`config.mk`:
```
export PLATFORM = sky130hd
export DESIGN_NAME = ctrl_pipe_reg
export DESIGN_NICKNAME = d
export VERILOG_FILES = /design/src/rtl/ctrl_pipe_pkg.sv /design/src/rtl/ctrl_pipe_slot.sv /design/src/rtl/ctrl_pipe_reg.sv
export SDC_FILE = /design/constraint.sdc
export NUM_CORES = 1
export LEC_CHECK = 0
export BUFFER_PORTS_ARGS = -buffer_cell sky130_fd_sc_hd__clkbuf_2
export CAP_MARGIN = 20
export CELL_PAD_IN_SITES_DETAIL_PLACEMENT = 1
export CELL_PAD_IN_SITES_GLOBAL_PLACEMENT = 1
export CORE_MARGIN = 2
export CORE_UTILIZATION = 34
export DETAILED_ROUTE_END_ITERATION = 8
export PLACE_DENSITY = 0.85
export REMOVE_ABC_BUFFERS = 1
export SLEW_MARGIN = 20
export SYNTH_ARGS = -nofsm -noshare
export SYNTH_HDL_FRONTEND = slang
export SYNTH_HIERARCHICAL = 1
export SYNTH_SLANG_ARGS = --single-unit
```
`constraint.sdc`:
```
create_clock -name clk -period 1.7 [get_ports clk]
set_clock_uncertainty 0.2 [all_clocks]
set_input_delay 0.34 -clock clk [delete_from_list [all_inputs] [get_ports clk]]
set_output_delay 0.34 -clock clk [all_outputs]
set_load 0.02 [all_outputs]
```
`src/rtl/ctrl_pipe_pkg.sv`:
```
// rtl/ctrl_pipe_pkg.sv - shared constants for the control-word pipeline
package ctrl_pipe_pkg;

  localparam int DEF_W     = 4;
  localparam int DEF_DEPTH = 2;
  localparam int DEF_CNT_W = 16;

  // Control word layout: {RegWrite, MemWrite, ResultSrc[1:0]}
  localparam int REGWRITE_BIT  = 3;
  localparam int MEMWRITE_BIT  = 2;
  localparam int RESULTSRC_LSB = 0;

  localparam logic [DEF_W-1:0] BUBBLE = '0;

endpackage

```
`src/rtl/ctrl_pipe_slot.sv`:
```
// rtl/ctrl_pipe_slot.sv - one pipeline stage: valid bit, data, flush/hold/load, masking
module ctrl_pipe_slot
  import ctrl_pipe_pkg::*;
#(
  parameter int W = DEF_W
) (
  input  logic         clk,
  input  logic         reset,
  input  logic         flush,
  input  logic         hold,
  input  logic         load_valid,
  input  logic [W-1:0] load_ctrl,
  output logic         valid,
  output logic [W-1:0] ctrl
);

  logic [W-1:0] data;

  // Flush beats hold beats load; an invalid slot always stores zero data
  always_ff @(posedge clk or negedge reset) begin
    if (!reset) begin
      valid <= 1'b0;
      data  <= '0;
    end else if (flush) begin
      valid <= 1'b0;
      data  <= '0;
    end else if (!hold) begin
      valid <= load_valid;
      data  <= load_valid ? load_ctrl : '0;
    end
  end

  // Mask so an empty slot can never drive RegWrite/MemWrite downstream
  always_comb begin
    ctrl = valid ? data : '0;
  end

endmodule

```
`src/rtl/ctrl_pipe_reg.sv`:
```
// rtl/ctrl_pipe_reg.sv - parametrised control pipeline with stall, flush and bubble counter
module ctrl_pipe_reg
  import ctrl_pipe_pkg::*;
#(
  parameter int W     = DEF_W,
  parameter int DEPTH = DEF_DEPTH,
  parameter int CNT_W = DEF_CNT_W
) (
  input  logic             clk,
  input  logic             reset,
  input  logic             in_valid,
  input  logic [W-1:0]     in_ctrl,
  output logic             in_ready,
  input  logic [DEPTH-1:0] stall,
  input  logic [DEPTH-1:0] flush,
  output logic [DEPTH-1:0] stage_valid,
  output logic [DEPTH*W-1:0] stage_ctrl,
  output logic             out_valid,
  output logic [W-1:0]     out_ctrl,
  input  logic             cnt_clr,
  output logic [CNT_W-1:0] bubble_cnt
);

  localparam logic [CNT_W-1:0] CNT_MAX = '1;

  logic [DEPTH-1:0] hold;

  genvar k;
  generate
    for (k = 0; k < DEPTH; k++) begin : g_stage
      logic         ld_valid;
      logic [W-1:0] ld_ctrl;

      // A stage is frozen by a stall on itself or on any later stage
      assign hold[k] = |(stall >> k);

      if (k == 0) begin : g_head
        assign ld_valid = in_valid;
        assign ld_ctrl  = in_ctrl;
      end else begin : g_body
        // A held predecessor hands on a bubble rather than a duplicate
        assign ld_valid = stage_valid[k-1] & ~hold[k-1];
        assign ld_ctrl  = stage_ctrl[(k-1)*W +: W];
      end

      ctrl_pipe_slot #(.W(W)) u_slot (
        .clk        (clk),
        .reset      (reset),
        .flush      (flush[k]),
        .hold       (hold[k]),
        .load_valid (ld_valid),
        .load_ctrl  (ld_ctrl),
        .valid      (stage_valid[k]),
        .ctrl       (stage_ctrl[k*W +: W])
      );
    end
  endgenerate

  assign in_ready  = ~hold[0];
  assign out_valid = stage_valid[DEPTH-1];
  assign out_ctrl  = stage_ctrl[(DEPTH-1)*W +: W];

  // Count empty last-stage cycles, saturating; clear wins over increment
  always_ff @(posedge clk or negedge reset) begin
    if (!reset) begin
      bubble_cnt <= '0;
    end else if (cnt_clr) begin
      bubble_cnt <= '0;
    end else if (!out_valid && bubble_cnt != CNT_MAX) begin
      bubble_cnt <= bubble_cnt + 1'b1;
    end
  end

endmodule

```
==> impl_metrics.csv <==
group,metric,value,unit
sta,fin_ws,-107,ps
place,port_buffers,43,
power,leakage,0.993,nW
final_layout,fillers,481,
global_routing,overflow,0,
yosys,synth_cells,151,
yosys,async_flop_share,100,%
final_layout,drive_gt1_share,51.5,%
global_routing,grt_usage,18.5,%
worst_hold_path,min_path_type,"in -> reg",
yosys,synth_top_cell_area_share,44.2,%
sta,rsz0062_at_grt,"yes",
setup_path,path_class,"reg -> reg",
yosys,synth_largest_area_cell,"dfrtp_1",
yosys,synth_common_cells,"dfrtp_1 (26), a21oi_1 (18), nand2_1 (12)",
sta,finalCriticalPeriod,1810,ps
route,avgRoutedWirePerCell,16.4,um
power,ir_drop,444,uV
sta,finalSetupViolCount,8,
clock_network,clockBufferDepth,2,
clock_network,clock-root-buffer,"clkbuf_8",
yosys,avgSynthCellArea,9.74,um^2
yosys,netlist_area,1470,um^2
place,routabilityCongestion,0.818,
route,drtIter0Drc,30,
clock_network,path_clk_slew,90,ps
clock_network,cts.sinks,26,
setup_path,crit_fanout,5,
route,route.vias.total,1475,
global_routing,grt_first_pass_wirelength,7340,um
final_layout,final_nets,241,
die,die_area,4870,um^2
clock_network,clk_latency,280,ps
route,vias_per_cell,5.32,
setup_path,crit_path_start_kind,"flip-flop",
final_layout,syn2layout_area_growth,46.4,%
setup_path,required,1720,ps
route,post-route-drc-count,0,
route,first_pass_iters,4,
yosys,synthFlopType,"dfrtp_1",
yosys,yosys_register_bits,26,
yosys,synth_edf_count,0,
die,core,4090,um^2
die,rows,23,
global_routing,grt_max_degree,27,
sta,hold_viol_final,0,
run_status,status,"complete, but fails checks",
die,die_h,69.8,um
final_layout,diodes,0,
clock_network,tritoncts,"done",
setup_path,cp.arrival,1820,ps
route,ant_nets,0,
final_layout,final_cells,277,
yosys,synth_warnings,6,
clock_network,h-tree-depth,1,
sta,worst_pin_slew,660,ps
place,hpwl,3140,um
yosys,yosysSeqAreaShare,44.2,%
sta,relSlewSlack,56.0,%
die,die_w,69.8,um
global_routing,grt_pass1_vias,1564,
run_status,violations,"negative setup slack",
yosys,synth.most_common_cell,"dfrtp_1",
place,place_ws,-186,ps
clock_network,cts_buffers,3,
global_routing,grt_antenna_before_repair,0,
sta,slew_violations,0,
route,wirelength,4540,um
die,start_util,36.0,%
sta,timing.final.crit_share,106,%
yosys,netlist_top_cells_area,"dfrtp_1 (44%), a21oi_1 (6.1%), nand3b_1 (4.1%)",
place,numPlacedInstances,264,
setup_path,end_kind,"flip-flop",
power,power_density,595,nW/um^2
yosys,synth_cell_type_count,39,
die,num_io_pins,44,
sta,max_freq,553,MHz
run,max_cap_violations,0,
==> cell type report <==
class / instances / area (um^2) / share of cell area, %
Clock buffer: 3 / 41.3 / 1.92
Clock inverter: 1 / 30.0 / 1.39
Inverter: 4 / 15.0 / 0.697
Multi-Input combinational cell: 111 / 838 / 38.9
Sequential cell: 26 / 653 / 30.3
Tap cell: 50 / 62.6 / 2.90
Timing Repair Buffer: 82 / 514 / 23.9
==> registers in the layout (all words and copies together) (netlist names) <==
signal / count
bubble_cnt: 16
g_stage.u_slot/data: 8
g_stage.u_slot/valid: 2
==> layer usage <==
metal  GRT usage, %  up-vias  part of all wire (%)
li1               -      701                     -
met1           20.6      724                    41
met2           35.0       41                    54
met3           4.07        9                   4.1
met4           4.70        0                   1.3
met5              0        -                     0
==> worst max-delay path: stages (launching register included) <==
cell,delay (ps)
dfrtp_1,430
ha_4,190
and2_4,170
nand4_4,100
or4_4,510
a21oi_2,140
==> cell families (layout without fill, tap and decap cells) <==
group                    Yosys count  count (layout)  share of synthesized area, %
AO/OA/AOI/OAI                     33              33                          13.7
XOR/XNOR                           2               2                          1.19
adder cells (fa/ha/maj)            1               1                         0.850
buffers and inverters             14              90                          6.97
flip-flops                        26              26                          44.2
multiplexers                       4               4                          2.81
AND/OR/NAND/NOR                   71              71                          30.3
==> per-stage QoR <==
stage	power, mW	area (um^2)	hold WS (ps)	TNS (ps)	util [%]
floorplan	0.688	1380	-156	-2030	-
global placement	0.757	1890	198	-490	46.2
detailed placement	0.760	1890	200	-1170	46.2
CTS	1.29	2050	69.3	-517	50.3
global route	1.33	2150	75.4	-1650	52.7
finish	1.28	2150	74.1	-441	52.7
==> power by group <==
group,internal (mW),switching [mW]
registers,0.629,0.0114
logic,0.0484,0.0688
clock network,0.316,0.209
total,0.993,0.289
==> final timing paths <==
kind                                                        from                                     to  slack [ps]  cells after the start
setup / recovery                       bubble_cnt[0]$_DFFE_PN0P_             bubble_cnt[14]$_DFFE_PN0P_        -110                      5
hold / removal                                          flush[1]  g_stage[1].u_slot/data[2]$_DFFE_PN0P_          70                      2
setup reg to reg                       bubble_cnt[0]$_DFFE_PN0P_             bubble_cnt[14]$_DFFE_PN0P_        -110                      5
hold reg to reg            g_stage[0].u_slot/data[1]$_DFFE_PN0P_  g_stage[0].u_slot/data[1]$_DFFE_PN0P_         320                      2
max in group asynchronous                                  reset              bubble_cnt[1]$_DFFE_PN0P_         420                      2
min in group asynchronous                                  reset              bubble_cnt[3]$_DFFE_PN0P_         410                      2
==> what timing repair did <==
item / in CTS / in global routing
setup buffers: 4 / 5
gates resized for setup: 15 / 21
setup endpoints to repair: 12 / 24
gates cloned: 0 / 0
pin swaps: 8 / 7
hold buffers: 1 / 0
hold endpoints to repair: 26 / 0
==> cells in the final DEF (no fill, tap or decap), types with 2 or more instances in the layout <==
cell type  instances
a21oi_1           14
a21oi_2            4
and2_1             9
and4_4             3
buf_4             37
clkbuf_2          43
clkbuf_8           3
dfrtp_1           24
dfrtp_2            2
inv_1              3
mux2i_1            3
nand2_1           10
nand3_1            3
nand3b_1           8
nand4_1            3
nor2_1             9
nor3_1             5
o31ai_1            3
or3_4              2
or4_1              4
xnor2_1            2
Power figures use the tool's default switching activity.
